===== config.mk =====
export PLATFORM = sky130hd
export DESIGN_NAME = pc_sequencer
export DESIGN_NICKNAME = d
export VERILOG_FILES = /design/src/rtl/pc_seq_pkg.sv /design/src/rtl/next_pc_sel.sv /design/src/rtl/pc_sequencer.sv
export SDC_FILE = /design/constraint.sdc
export NUM_CORES = 1
export LEC_CHECK = 0
export ABC_CLOCK_PERIOD_IN_PS = 3200
export CORE_MARGIN = 2
export CORE_UTILIZATION = 43
export CTS_BUF_LIST = sky130_fd_sc_hd__clkbuf_8 sky130_fd_sc_hd__clkbuf_16
export CTS_CLUSTER_SIZE = 25
export DETAILED_ROUTE_END_ITERATION = 8
export PLACE_DENSITY_LB_ADDON = 0.05
export SLEW_MARGIN = 20
export SYNTH_ARGS = -nofsm -noshare
export SYNTH_HDL_FRONTEND = slang
export SYNTH_SLANG_ARGS = --single-unit

===== constraint.sdc =====
create_clock -name clk_i -period 3.2 [get_ports clk_i]
set_clock_uncertainty 0.1 [all_clocks]
set_input_delay 0.48 -clock clk_i [delete_from_list [all_inputs] [get_ports clk_i]]
set_output_delay 0.48 -clock clk_i [all_outputs]
set_load 0.01 [all_outputs]

===== src/rtl/pc_seq_pkg.sv =====
// Shared types and constants for the program-counter sequencer.
package pc_seq_pkg;

    localparam int XLEN = 32;
    localparam logic [XLEN-1:0] PC_STEP = 32'd4;

    // Sequencer control state.
    typedef enum logic [1:0] {
        BOOT  = 2'd0,
        RUN   = 2'd1,
        FLUSH = 2'd2
    } seq_state_e;

    // Source chosen for the next program counter.
    typedef enum logic [1:0] {
        SEL_SEQ    = 2'd0,
        SEL_BRANCH = 2'd1,
        SEL_JALR   = 2'd2,
        SEL_TRAP   = 2'd3
    } pc_sel_e;

endpackage


===== src/rtl/next_pc_sel.sv =====
// Combinational next-PC priority select: jalr > branch/jal > sequential.
// Build option PC_MISALIGN_TRAP_EN: a redirect whose target has bit 1 set
// is diverted to TRAP_VEC and flagged on misalign_o.
module next_pc_sel
    import pc_seq_pkg::*;
#(
    parameter logic [XLEN-1:0] TRAP_VEC = 32'h0000_0100
) (
    input  logic            redir_en_i,
    input  logic            branch_taken_i,
    input  logic [XLEN-1:0] branch_target_i,
    input  logic            jalr_sig_i,
    input  logic [XLEN-1:0] alu_result_i,
    input  logic [XLEN-1:0] pc_plus4_i,
    output pc_sel_e         sel_o,
    output logic [XLEN-1:0] target_o,
    output logic            misalign_o
);

`ifndef PC_MISALIGN_TRAP_EN
    logic unused_trap_vec;
    assign unused_trap_vec = ^TRAP_VEC;
`endif

    // Pick the redirect source by priority; fall back to the sequential PC.
    always_comb begin
        sel_o      = SEL_SEQ;
        target_o   = pc_plus4_i;
        misalign_o = 1'b0;
        if (redir_en_i && jalr_sig_i) begin
            sel_o    = SEL_JALR;
            target_o = alu_result_i & ~32'h1;
        end else if (redir_en_i && branch_taken_i) begin
            sel_o    = SEL_BRANCH;
            target_o = branch_target_i;
        end
`ifdef PC_MISALIGN_TRAP_EN
        if (sel_o != SEL_SEQ && target_o[1]) begin
            sel_o      = SEL_TRAP;
            target_o   = TRAP_VEC;
            misalign_o = 1'b1;
        end
`endif
    end

endmodule


===== src/rtl/pc_sequencer.sv =====
// Program-counter sequencer for the single-issue RV32I core.
// Owns the PC, issues fetch requests, handles branch/jalr redirects and
// holds flush_o high for FLUSH_CYCLES cycles after each redirect.
// Build option PC_MISALIGN_TRAP_EN enables the misaligned-target trap.
module pc_sequencer
    import pc_seq_pkg::*;
#(
    parameter logic [XLEN-1:0] RESET_PC     = 32'h0000_0000,
    parameter logic [XLEN-1:0] TRAP_VEC     = 32'h0000_0100,
    parameter int              FLUSH_CYCLES = 2
) (
    input  logic            clk_i,
    input  logic            rst_i,
    input  logic            stall_i,
    input  logic            imem_ready_i,
    input  logic            branch_taken_i,
    input  logic [XLEN-1:0] branch_target_i,
    input  logic            jalr_sig_i,
    input  logic [XLEN-1:0] alu_result_i,
    output logic [XLEN-1:0] pc_o,
    output logic [XLEN-1:0] pc_plus4_o,
    output logic            imem_req_o,
    output logic            flush_o,
    output logic            redirect_o,
    output logic            misalign_o
);

    localparam logic [2:0] FLUSH_LOAD = 3'(FLUSH_CYCLES);

    seq_state_e      state_q, state_d;
    logic [XLEN-1:0] pc_q, pc_d;
    logic [2:0]      cnt_q, cnt_d;
    logic            flush_q, flush_d;

    pc_sel_e         sel;
    logic [XLEN-1:0] target;
    logic            misalign;
    logic            redirect;
    logic            advance;

    assign pc_o       = pc_q;
    assign pc_plus4_o = pc_q + PC_STEP;
    assign imem_req_o = (state_q != BOOT);
    assign flush_o    = flush_q;
    assign redirect_o = redirect;
    assign misalign_o = misalign;

    // Redirects are ignored in BOOT because the pipeline is still empty.
    next_pc_sel #(
        .TRAP_VEC (TRAP_VEC)
    ) u_next_pc_sel (
        .redir_en_i      (imem_req_o),
        .branch_taken_i  (branch_taken_i),
        .branch_target_i (branch_target_i),
        .jalr_sig_i      (jalr_sig_i),
        .alu_result_i    (alu_result_i),
        .pc_plus4_i      (pc_plus4_o),
        .sel_o           (sel),
        .target_o        (target),
        .misalign_o      (misalign)
    );

    assign redirect = (sel != SEL_SEQ);
    assign advance  = imem_req_o && imem_ready_i && !stall_i;

    // Next-state, next-PC and flush-counter logic.
    always_comb begin
        state_d = state_q;
        pc_d    = pc_q;
        cnt_d   = cnt_q;
        flush_d = flush_q;

        if (redirect) begin
            pc_d = target;
        end else if (advance) begin
            pc_d = pc_plus4_o;
        end

        unique case (state_q)
            BOOT: begin
                state_d = RUN;
                cnt_d   = 3'd0;
                flush_d = 1'b0;
            end
            RUN: begin
                if (redirect) begin
                    state_d = FLUSH;
                    cnt_d   = FLUSH_LOAD;
                    flush_d = 1'b1;
                end
            end
            FLUSH: begin
                if (redirect) begin
                    cnt_d   = FLUSH_LOAD;
                    flush_d = 1'b1;
                end else if (cnt_q <= 3'd1) begin
                    state_d = RUN;
                    cnt_d   = 3'd0;
                    flush_d = 1'b0;
                end else begin
                    cnt_d = cnt_q - 3'd1;
                end
            end
            default: begin
                state_d = BOOT;
                cnt_d   = 3'd0;
                flush_d = 1'b0;
            end
        endcase
    end

    // State, PC and flush registers with synchronous reset.
    always_ff @(posedge clk_i) begin
        if (rst_i) begin
            state_q <= BOOT;
            pc_q    <= RESET_PC;
            cnt_q   <= 3'd0;
            flush_q <= 1'b0;
        end else begin
            state_q <= state_d;
            pc_q    <= pc_d;
            cnt_q   <= cnt_d;
            flush_q <= flush_d;
        end
    end

endmodule

**After elaboration in Yosys (flattened, before gate mapping)**

Index checks and enable logic that the tools add are counted.

- Flip-flop bits (word level): 38
- Latch bits: 0
- RAM bits: 0
- Memory bits (read-only): 0
- Output and inout port bits: 68
- Logic and storage cells: 42
- Memories kept: 0

- Add/subtract/negate cells: 2
- Multiply operators: 0
- Div/mod/pow operators: 0
- Magnitude comparators: 1
- Equal/unequal tests: 6
- Shift operators: 0
- Mux-type cells: 18
- Bitwise operators: 0
- Reduce and logical (&&, ||, !) cells: 11

Operators by type and width:

| cell | count |
|---|---|
| $mux W32 | 4 |
| $add A32 B3 Y32 const B | 1 |
| $mux W3 | 3 |
| $mux W2 | 4 |
| $ne A2 B2 Y1 const B | 3 |
| $pmux W2 S3 | 1 |
| $pmux W3 S2 | 1 |
| $reduce_bool A2 Y1 | 3 |
| $logic_and A1 B1 Y1 | 4 |
| $mux W1 | 4 |
| $le A3 B1 Y1 const B | 1 |
| $ne A3 B3 Y1 const B | 1 |
| $reduce_and A3 Y1 | 1 |
| $sub A3 B1 Y3 const B | 1 |
| $eq A2 B1 Y1 const B | 1 |
| $eq A2 B2 Y1 const B | 1 |
| $logic_not A2 Y1 | 1 |
| $pmux W1 S2 | 1 |
| $reduce_and A2 Y1 | 1 |
| $logic_not A1 Y1 | 1 |

**Depth between registers and ports, before layout**

Gate-level depths: netlist of the first run.

- Depth after elaboration: 7
- Mapped depth: 9

**By module**

Synthesis of the first run repeated with hierarchy kept, for this count alone.

- Cells, all modules: 487
- Area total of the unflattened synthesis: 3,599.7 um2

Modules (own cells, without submodules):

| module | instances | cells an instance | area each (um2) |
|---|---|---|---|
| pc_sequencer | 1 | 331 | 2,613.8 |
| next_pc_sel | 1 | 156 | 985.9 |

**Worst setup path after synthesis of the first run**

No wires, ideal clock.

- Path kind: reg-to-output
- From: register pc_q[5], in the netlist pc_o[5]
- To: output port pc_plus4_o[31]
- Data arrival time: 1,997 ps
- Data required time: 2,620 ps
- Path slack: 623 ps
- Cell stages (with the launch flop): 7
- Path buffers: 2
- Cell sequence: dfxtp_1 -> buf_2 -> nand4_2 -> nor4_1 -> clkbuf_1 -> nand4b_1 -> xnor2_1

- Longest elaborated chain between the ends: 1

Ends and longest elaborated chain:

| item | line | text |
|---|---|---|
| start: declaration | pc_sequencer.sv:31 | `logic [XLEN-1:0] pc_q, pc_d;` |
| start signal: assignment | pc_sequencer.sv:121 | `pc_q <= pc_d;` |
| $add A32 B3 Y32 | pc_sequencer.sv:42 | `assign pc_plus4_o = pc_q + PC_STEP;` |
| end: declaration | pc_sequencer.sv:21 | `output logic [XLEN-1:0] pc_plus4_o,` |

Every way passes these cells.

**Final worst setup path of the first run**

- From: register pc_q[3], in the netlist pc_o[3]
- To: output port pc_plus4_o[28]

The elaborated chain is that of the path after synthesis.

==> impl_metrics.json, run 1 <==
{
  "cts_num_sinks": 38,
  "cts_tree": "yes",
  "path_class": "reg2out",
  "start_util": 0.437,
  "status": "completed",
  "initialDrtViolationCount": 237,
  "grt_pass1_vias": 3386,
  "clockBufferDepth": 2,
  "grtUsageTotal": 0.270,
  "fin_hold_ws_ns": 0.378,
  "final_cell_mix": "clkdlybuf4s50_1, nand2_1, dfxtp_1, buf_4, nor2_1",
  "fin_ws_ns": 0.121,
  "ys_seq_area_frac": 0.244,
  "wl_per_cell_um": 16.5,
  "ys_types": 62,
  "hold_path.class": "reg2reg",
  "yosysTopAreaCell": "dfxtp_1",
  "slew_headroom": 0.529,
  "antenna_found_initial": 0,
  "firstDrtPassIters": 5,
  "cts_hold_buffers": 0,
  "async_reset_ff_frac": 0,
  "worst_pin_slew_ns": 0.703,
  "die_w_um": 89.1,
  "num_vias": 3698,
  "drcViolationCount": 0,
  "core_area_um2": 7140,
  "synth_top_flop_cell": "dfxtp_1",
  "die-area_um2": 7940,
  "io_buffers": 135,
  "start_kind": "register",
  "drv_cap": 0,
  "synthesis.area_um2": 3120,
  "pre_cts_slack_ns": 0.216,
  "finalCritPeriodShare": 0.962,
  "tns_ns": 0,
  "slew_violations": 0,
  "critPathArrivalTime_ns": 2.50,
  "hpwl_um": 8040,
  "final_common_cell": "clkdlybuf4s50_1",
  "grt.overflow.total": 0,
  "ant_nets": 0,
  "clkLatencyLatePin_ns": 0.29,
  "area_growth_pct": 53.2,
  "cts_buffers": 5,
  "dp.cells": 650,
  "ir_drop_mv": 0.378,
  "std_cell_rows": 31,
  "cp.required_ns": 2.62,
  "power_leakage_nw": 1.66,
  "netlist_instances": 423,
  "syn_area_per_cell_um2": 7.37,
  "combinationalPowerShare": 0.595,
  "p_sw_frac": 0.412,
  "synth_top_cell_area_share": 0.244,
  "p_int_mw": 1.62,
  "htreeDepth": 2,
  "post-route-util": 0.669,
  "avgViaCountPerCell": 5.62,
  "clockPowerShare": 0.121,
  "power_frac_seq": 0.283,
  "gp_congestion": 0.841,
  "syn_nets": 499,
  "grt_max_degree": 35,
  "nNetsFinal": 636,
  "switching_power_mw": 1.13,
  "final_cells": 658,
  "die_h_um": 89.1,
  "yosysWarnings": 0,
  "synth_edf_count": 0,
  "hold_violations": 0,
  "crit_fanout": 5,
  "cts_root_buf": "clkbuf_8",
  "antenna-diode-count": 0,
  "grt_pass1_wl_um": 16900,
  "max_freq_mhz": 325,
  "drt_wl_total_um": 10800,
  "min_period_ns": 3.08,
  "drive_gt1_frac": 0.100,
  "clk_pin_slew_worst_paths_ns": 0.07,
  "ioPinCount": 138,
  "worst_setup_path_end_kind": "output pin",
  "powerDensity_nw_per_um2": 576,
  "final-setup-viol-count": 0,
  "synthTopCellsByArea": "dfxtp_1, xnor2_1, nand2_1",
  "ys_seq_elements": 38
}
==> cell usage after synthesis (6+ instances only) <==
master,instances
nor3_1,15
inv_1,15
o21ai_0,11
nor4_1,7
nand4_1,10
nand3_1,18
nand2_1,56
nor2_1,27
xnor2_1,25
xor2_1,8
dfxtp_1,38
or2_2,6
a21oi_1,21
a211oi_1,9
clkbuf_1,24
mux2i_1,6
ha_1,6
nor3b_1,8
nand2b_1,7
a311oi_1,8
==> final timing paths <==
check	slack [ns]	depth (start not counted)	startpoint	end
worst min register to register	0.38	2	flush_o$_SDFFE_PP0P_	flush_o$_SDFFE_PP0P_
worst min-delay path	0.38	2	flush_o$_SDFFE_PP0P_	flush_o$_SDFFE_PP0P_
worst max-delay path	0.12	6	pc_o[3]$_SDFFE_PP0P_	pc_plus4_o[28]
worst max register to register	0.69	6	state_q[1]$_SDFFE_PP0P_	pc_o[16]$_SDFFE_PP0P_
==> layer usage <==
| layer | up-vias | track usage | part of all wire |
|---|---|---|---|
| met4 | 0 | 0.0678 | 0.0098 |
| li1 | 1822 | - | - |
| met1 | 1735 | 0.369 | 0.45 |
| met3 | 11 | 0.0452 | 0.065 |
| met5 | - | 0 | 0 |
| met2 | 130 | 0.444 | 0.47 |
==> layout make-up <==
class	instances	area (µm²)
Sequential cell	38	766
Multi-Input combinational cell	334	2160
Tap cell	99	124
Inverter	16	60.1
Clock buffer	6	82.6
Timing Repair Buffer	165	1580
Fill cell	640	2360
==> cells by family (layout without fill, tap and decap cells) <==
| group | Yosys count | count (layout) | synth area share |
|---|---|---|---|
| AO/OA/AOI/OAI | 94 | 94 | 0.215 |
| multiplexers | 7 | 7 | 0.0229 |
| adder cells (fa/ha/maj) | 6 | 6 | 0.0241 |
| AND/OR/NAND/NOR | 193 | 193 | 0.332 |
| XOR/XNOR | 33 | 33 | 0.0928 |
| flip-flops | 38 | 38 | 0.244 |
| buffers and inverters | 51 | 187 | 0.0675 |
| other | 1 | 1 | 0.00120 |
==> critical path, stage by stage (launching register included) <==
cell             delay [ns]
dfxtp_1                0.41
ha_1                   0.20
nand3_1                0.13
or4_4                  0.50
nor3_2                 0.23
xor2_1                 0.18
clkdlybuf4s50_1        0.57
==> power by group through the flow <==
stage,clock [mW],combinational (mW),sequential [mW]
after floorplan,0,0.777,0.798
after global placement,0,1.61,0.773
after detailed placement,0,1.63,0.782
after CTS,0.341,1.64,0.771
after global routing,0.359,1.77,0.804
final,0.334,1.64,0.779
==> per-stage QoR <==
step / area [µm²] / total power, mW
after CTS: 4750 / 2.75
final: 4770 / 2.75
after global placement: 4660 / 2.38
after floorplan: 3120 / 1.58
after detailed placement: 4660 / 2.41
after global routing: 4770 / 2.93
==> sequential cells by signal, indices dropped and copies added (netlist names) <==
| name | count |
|---|---|
| pc_o | 32 |
| state_q | 2 |
| flush_o | 1 |
| cnt_q | 3 |
==> what timing repair did <==
action / in CTS / in global routing
buffers inserted: 0 / 2
gates cloned: 0 / 0
pin swaps: 0 / 1
resized for setup: 2 / 4
hold endpoints to repair: 0 / 0
endpoints found under the setup margin: 1 / 12
No activity file was read; power rests on OpenSTA's default activity.
==> run 2, diff against run 1 <==
--- a/config.mk
+++ b/config.mk
@@ -6,7 +6,6 @@
 export NUM_CORES = 1
 export LEC_CHECK = 0
 export ABC_CLOCK_PERIOD_IN_PS = 3200
-export CORE_MARGIN = 2
 export CORE_UTILIZATION = 43
 export CTS_BUF_LIST = sky130_fd_sc_hd__clkbuf_8 sky130_fd_sc_hd__clkbuf_16
 export CTS_CLUSTER_SIZE = 25
==> constraint.sdc (replaced) <==
create_clock -name clk_i -period 3.2 [get_ports clk_i]
set_clock_uncertainty 0.1 [all_clocks]
set_input_delay 0.32 -clock clk_i [delete_from_list [all_inputs] [get_ports clk_i]]
set_output_delay 0.32 -clock clk_i [all_outputs]
set_load 0.01 [all_outputs]
==> run 2 against run 1 <==
Compared with the run above:
- core utilization is 1.1 points higher
- worst setup slack better by 0.036 ns
- cell count is 1.8% lower
- critical path depth is 1 lower
- maximum frequency is 1.2% higher
- total power is 0.10% lower
- via count is 0.32% higher
- clock power is 6.6% higher
- final area is 1.7% lower
- clock-buffer cell count stayed put
- critical path type unchanged
- critical endpoint unchanged
==> impl_metrics.json, run 2 (same netlist as run 1, synthesis figures left out) <==
{
  "status": "completed",
  "clk_pin_slew_worst_paths_ns": 0.08,
  "path_class": "reg2out",
  "firstDrtPassIters": 4,
  "largest_reg_flops": 32,
  "initialDrtViolationCount": 197,
  "ant_nets": 0,
  "finalCritPeriodShare": 0.951,
  "io_buffers": 135,
  "cts_tree": "yes",
  "p_int_mw": 1.59,
  "worst_setup_path_end_kind": "output pin",
  "die_h_um": 87.1,
  "p_sw_frac": 0.421,
  "htreeDepth": 2,
  "drv_cap": 0,
  "r2r_cells": 6,
  "clkLatencyLatePin_ns": 0.30,
  "tns_ns": 0,
  "min_period_ns": 3.04,
  "core_area_um2": 6910,
  "nNetsFinal": 625,
  "wl_per_cell_um": 16.7,
  "final_cell_mix": "clkdlybuf4s50_1, nand2_1, dfxtp_1, nor2_1, xnor2_1",
  "critPathArrivalTime_ns": 2.62,
  "total_power_mw": 2.75,
  "power_leakage_nw": 1.61,
  "crit_fanout": 7,
  "start_util": 0.451,
  "grt.overflow.total": 0,
  "clockBufferDepth": 2,
  "num_vias": 3710,
  "ff2ff_setup_slack_ns": 0.65,
  "grt_pass1_wl_um": 17000,
  "slew_violations": 0,
  "area_growth_pct": 50.6,
  "hold_start": "cnt_q[2]$_SDFFE_PP0P_",
  "cts_root_buf": "clkbuf_8",
  "fillers": 620,
  "min_to": "cnt_q[2]$_SDFFE_PP0P_",
  "clockPowerShare": 0.129,
  "dpl_cell_area_um2": 4590,
  "gp_congestion": 0.863,
  "antenna_found_initial": 0,
  "drive_gt1_frac": 0.0800,
  "powerDensity_nw_per_um2": 585,
  "final-setup-viol-count": 0,
  "switching_power_mw": 1.16,
  "hold_violations": 0,
  "ioPinCount": 138,
  "drt_wl_total_um": 10800,
  "ir_drop_mv": 0.364,
  "fin_area_um2": 4690,
  "cts_num_sinks": 38,
  "slowest_delay_ns": 0.60,
  "rr_endpoint": "pc_o[16]$_SDFFE_PP0P_",
  "power_frac_seq": 0.297,
  "grt_max_degree": 30,
  "cts_buffers": 5,
  "regToRegStartpoint": "state_q[1]$_SDFFE_PP0P_",
  "max_freq_mhz": 329,
  "combinationalPowerShare": 0.574,
  "holdPathStages": 2,
  "drcViolationCount": 0,
  "grtUsageTotal": 0.285,
  "grt_pass1_vias": 3455,
  "antenna-diode-count": 0,
  "crit_slowest_cell": "or4_4",
  "final_common_cell": "clkdlybuf4s50_1",
  "std_cell_rows": 30,
  "crit_start": "pc_o[15]$_SDFFE_PP0P_",
  "slew_headroom": 0.507,
  "cp.required_ns": 2.78,
  "path_cells": "nand4_1 > or4_4 > nor3_1 > xor2_1 > clkdlybuf4s50_1",
  "postCtsSetupRepairBufs": 0,
  "worst_pin_slew_ns": 0.737,
  "rsz0062_at_grt": "no",
  "die-area_um2": 7590,
  "avgViaCountPerCell": 5.74,
  "start_kind": "register",
  "hpwl_um": 7900,
  "hold_path.class": "reg2reg",
  "die_w_um": 87.1,
  "cts_hold_buffers": 0
}
run 2: final cells by class:
| type | instances | area, µm² | area share |
|---|---|---|---|
| Inverter | 16 | 60.1 | 0.0128 |
| Tap cell | 96 | 120 | 0.0256 |
| Clock buffer | 6 | 82.6 | 0.0176 |
| Clock inverter | 2 | 8.76 | 0.00187 |
| Multi-Input combinational cell | 334 | 2170 | 0.461 |
| Sequential cell | 38 | 762 | 0.162 |
| Timing Repair Buffer | 154 | 1490 | 0.318 |
run 2: worst max-delay path by stage:
stage | to | slack [ns] | depth (start not counted)
6_report | pc_plus4_o[28] | 0.16 | 5
3_3_place_gp | pc_plus4_o[28] | 0.33 | 6
4_1_cts | pc_plus4_o[28] | 0.07 | 6
5_1_grt | pc_plus4_o[28] | 0.02 | 6
2_1_floorplan | pc_plus4_o[31] | 0.78 | 6
3_5_place_dp | pc_plus4_o[28] | 0.26 | 6
run 2: through the flow:
stage                     hold slack [ns]  utilization  worst slack, ns  std cells
final                               0.380        0.680            0.156        646
after global placement              0.366        0.664            0.330        638
after global routing                0.413        0.680           0.0244        646
after CTS                           0.382        0.679           0.0684        646
after floorplan                     0.351            -            0.783        423
after detailed placement            0.368        0.664            0.260        638
run 2: power groups by stage:
stage	Combinational (mW)	Clock (mW)	Sequential, mW
global route	1.69	0.380	0.834
CTS	1.57	0.356	0.808
floorplan	0.777	0	0.798
global placement	1.54	0	0.807
detailed placement	1.56	0	0.817
finish	1.58	0.356	0.816
run 2: worst max-delay path: cells and delay by family (launching register included):
| family | cells | cell delay, ns |
|---|---|---|
| AND/OR/NAND/NOR | 3 | 1.16 |
| XOR/XNOR | 1 | 0.16 |
| buffers and inverters | 1 | 0.55 |
| flip-flops | 1 | 0.46 |
run 2: layer usage:
layer  track usage  up-vias  wire (µm)
met5             0        -          0
met4        0.0641        0         85
met3        0.0578       10        850
met2         0.488      152       5170
met1         0.369     1751       4680
li1              -     1797          -
run 2: what timing repair did:
item,4_1_cts,5_1_grt
gates cloned,0,0
gates resized for setup,2,2
setup endpoints to repair,2,2
==> run 3, diff against run 2 <==
--- a/config.mk
+++ b/config.mk
@@ -5,10 +5,10 @@
 export SDC_FILE = /design/constraint.sdc
 export NUM_CORES = 1
 export LEC_CHECK = 0
-export ABC_CLOCK_PERIOD_IN_PS = 3200
+export ABC_CLOCK_PERIOD_IN_PS = 3500
 export CORE_UTILIZATION = 43
 export CTS_BUF_LIST = sky130_fd_sc_hd__clkbuf_8 sky130_fd_sc_hd__clkbuf_16
-export CTS_CLUSTER_SIZE = 25
+export CTS_CLUSTER_SIZE = 14
 export DETAILED_ROUTE_END_ITERATION = 8
 export PLACE_DENSITY_LB_ADDON = 0.05
 export SLEW_MARGIN = 20
==> constraint.sdc (replaced) <==
create_clock -name clk_i -period 3.5 [get_ports clk_i]
set_clock_uncertainty 0.1 [all_clocks]
set_input_delay 0.35 -clock clk_i [delete_from_list [all_inputs] [get_ports clk_i]]
set_output_delay 0.35 -clock clk_i [all_outputs]
set_load 0.01 [all_outputs]
==> run 3 against run 2 <==
Compared with the run above:
- largest cell class unchanged
- final area shrank 0.91%
- cell count shrank 0.62%
- worst hold slack gained 0.019 ns
- clock power shrank 9.3%
- total power shrank 9.9%
- first-iteration DRC count grew 22%
- critical path type unchanged
- wire length shrank 2.4%
- worst setup slack gained 0.067 ns
- sequential cell count is the same
- combinational power shrank 11%
- via count shrank 0.81%
- non-clock buffer count shrank 4
==> impl_metrics.json, run 3 (same netlist as run 1, synthesis figures left out) <==
{
  "status": "completed",
  "min_period_ns": 3.28,
  "crit_fanout": 7,
  "final_common_cell": "clkdlybuf4s50_1",
  "nNetsFinal": 621,
  "clk_pin_slew_worst_paths_ns": 0.08,
  "cts_buffers": 5,
  "hold_violations": 0,
  "drive_gt1_frac": 0.0659,
  "clkLatencyLatePin_ns": 0.29,
  "hold_path.class": "reg2reg",
  "worst_setup_path_end_kind": "output pin",
  "area_growth_pct": 49.3,
  "std_cell_rows": 30,
  "cts_num_sinks": 38,
  "ant_nets": 0,
  "start_kind": "register",
  "slew_headroom": 0.501,
  "die_h_um": 87.1,
  "antenna-diode-count": 0,
  "gp_congestion": 0.852,
  "firstDrtPassIters": 4,
  "clockBufferDepth": 2,
  "avgViaCountPerCell": 5.73,
  "io_buffers": 135,
  "grt.overflow.total": 0,
  "largest_reg_flops": 32,
  "path_class": "reg2out",
  "num_vias": 3680,
  "cts_root_buf": "clkbuf_8",
  "cts_tree": "yes",
  "drv_cap": 0,
  "fin_ws_ns": 0.224,
  "antenna_found_initial": 0,
  "cts_hold_buffers": 0,
  "die_w_um": 87.1,
  "die-area_um2": 7590,
  "ioPinCount": 138,
  "grtUsageTotal": 0.286,
  "rsz0062_at_grt": "no",
  "drt_wl_total_um": 10500,
  "htreeDepth": 2,
  "grt_max_degree": 35,
  "hpwl_um": 7690,
  "grt_pass1_wl_um": 16900,
  "power_leakage_nw": 1.59,
  "worst_pin_slew_ns": 0.746,
  "max_freq_mhz": 305,
  "initialDrtViolationCount": 241,
  "ir_drop_mv": 0.371,
  "critPathArrivalTime_ns": 2.83,
  "fin_area_um2": 4650,
  "grt_pass1_vias": 3436,
  "final_cell_mix": "clkdlybuf4s50_1, nand2_1, dfxtp_1, nor2_1, xnor2_1",
  "cp.required_ns": 3.05,
  "tns_ns": 0,
  "powerDensity_nw_per_um2": 532,
  "postCtsSetupRepairBufs": 0,
  "core_area_um2": 6910,
  "post-route-util": 0.673,
  "wl_per_cell_um": 16.4,
  "post_cts_resized": 0,
  "final-setup-viol-count": 0,
  "total_power_mw": 2.48,
  "finalCritPeriodShare": 0.936,
  "slew_violations": 0,
  "start_util": 0.451,
  "dpl_cell_area_um2": 4560,
  "pre_cts_slack_ns": 0.565,
  "drcViolationCount": 0
}
## run 3: cell types whose count changed in the layout (fill, tap and decap cells not counted), sizes merged
cell	delta
buf	-4
## run 3: through the flow
stage               instances  hold WS [ns]
global placement          634         0.361
finish                    642         0.399
floorplan                 423         0.351
CTS                       642         0.394
detailed placement        634         0.379
global route              642         0.419
## run 3: power by group
part	leakage [nW]	total, mW	internal, mW	switching (mW)
Clock	0.0524	0.323	0.156	0.167
Sequential	0.312	0.748	0.547	0.201
Combinational	1.23	1.40	0.736	0.669
## run 3: per-layer routing
metal,wire (µm),up-vias,track usage
li1,-,1793,-
met1,4790,1737,0.380
met2,4900,137,0.477
met3,673,13,0.0474
met4,159,0,0.0805
met5,0,-,0
## run 3: critical path: stages, from the launching register on
cell	delay (ns)
dfxtp_1	0.44
ha_1	0.29
nand3_1	0.25
or4_1	0.57
nor3_1	0.25
xor2_1	0.16
clkdlybuf4s50_1	0.56
## run 3: layout make-up
class                   instances  area, µm²
repair buffers                150       1460
well taps                      96        120
flip-flops and latches         38        761
clock buffers                   6       82.6
inverters                      16       60.1
multi-input cells             334       2150
clock inverters                 2       8.76
fillers                       637       2260
## run 3: final timing paths
path / start / to / slack, ns / depth (start not counted)
setup / recovery: pc_o[2]$_SDFFE_PP0P_ / pc_plus4_o[28] / 0.22 / 6
hold / removal: cnt_q[2]$_SDFFE_PP0P_ / cnt_q[2]$_SDFFE_PP0P_ / 0.40 / 2
setup reg to reg: state_q[1]$_SDFFE_PP0P_ / pc_o[16]$_SDFFE_PP0P_ / 0.80 / 6
hold reg to reg: cnt_q[2]$_SDFFE_PP0P_ / cnt_q[2]$_SDFFE_PP0P_ / 0.40 / 2
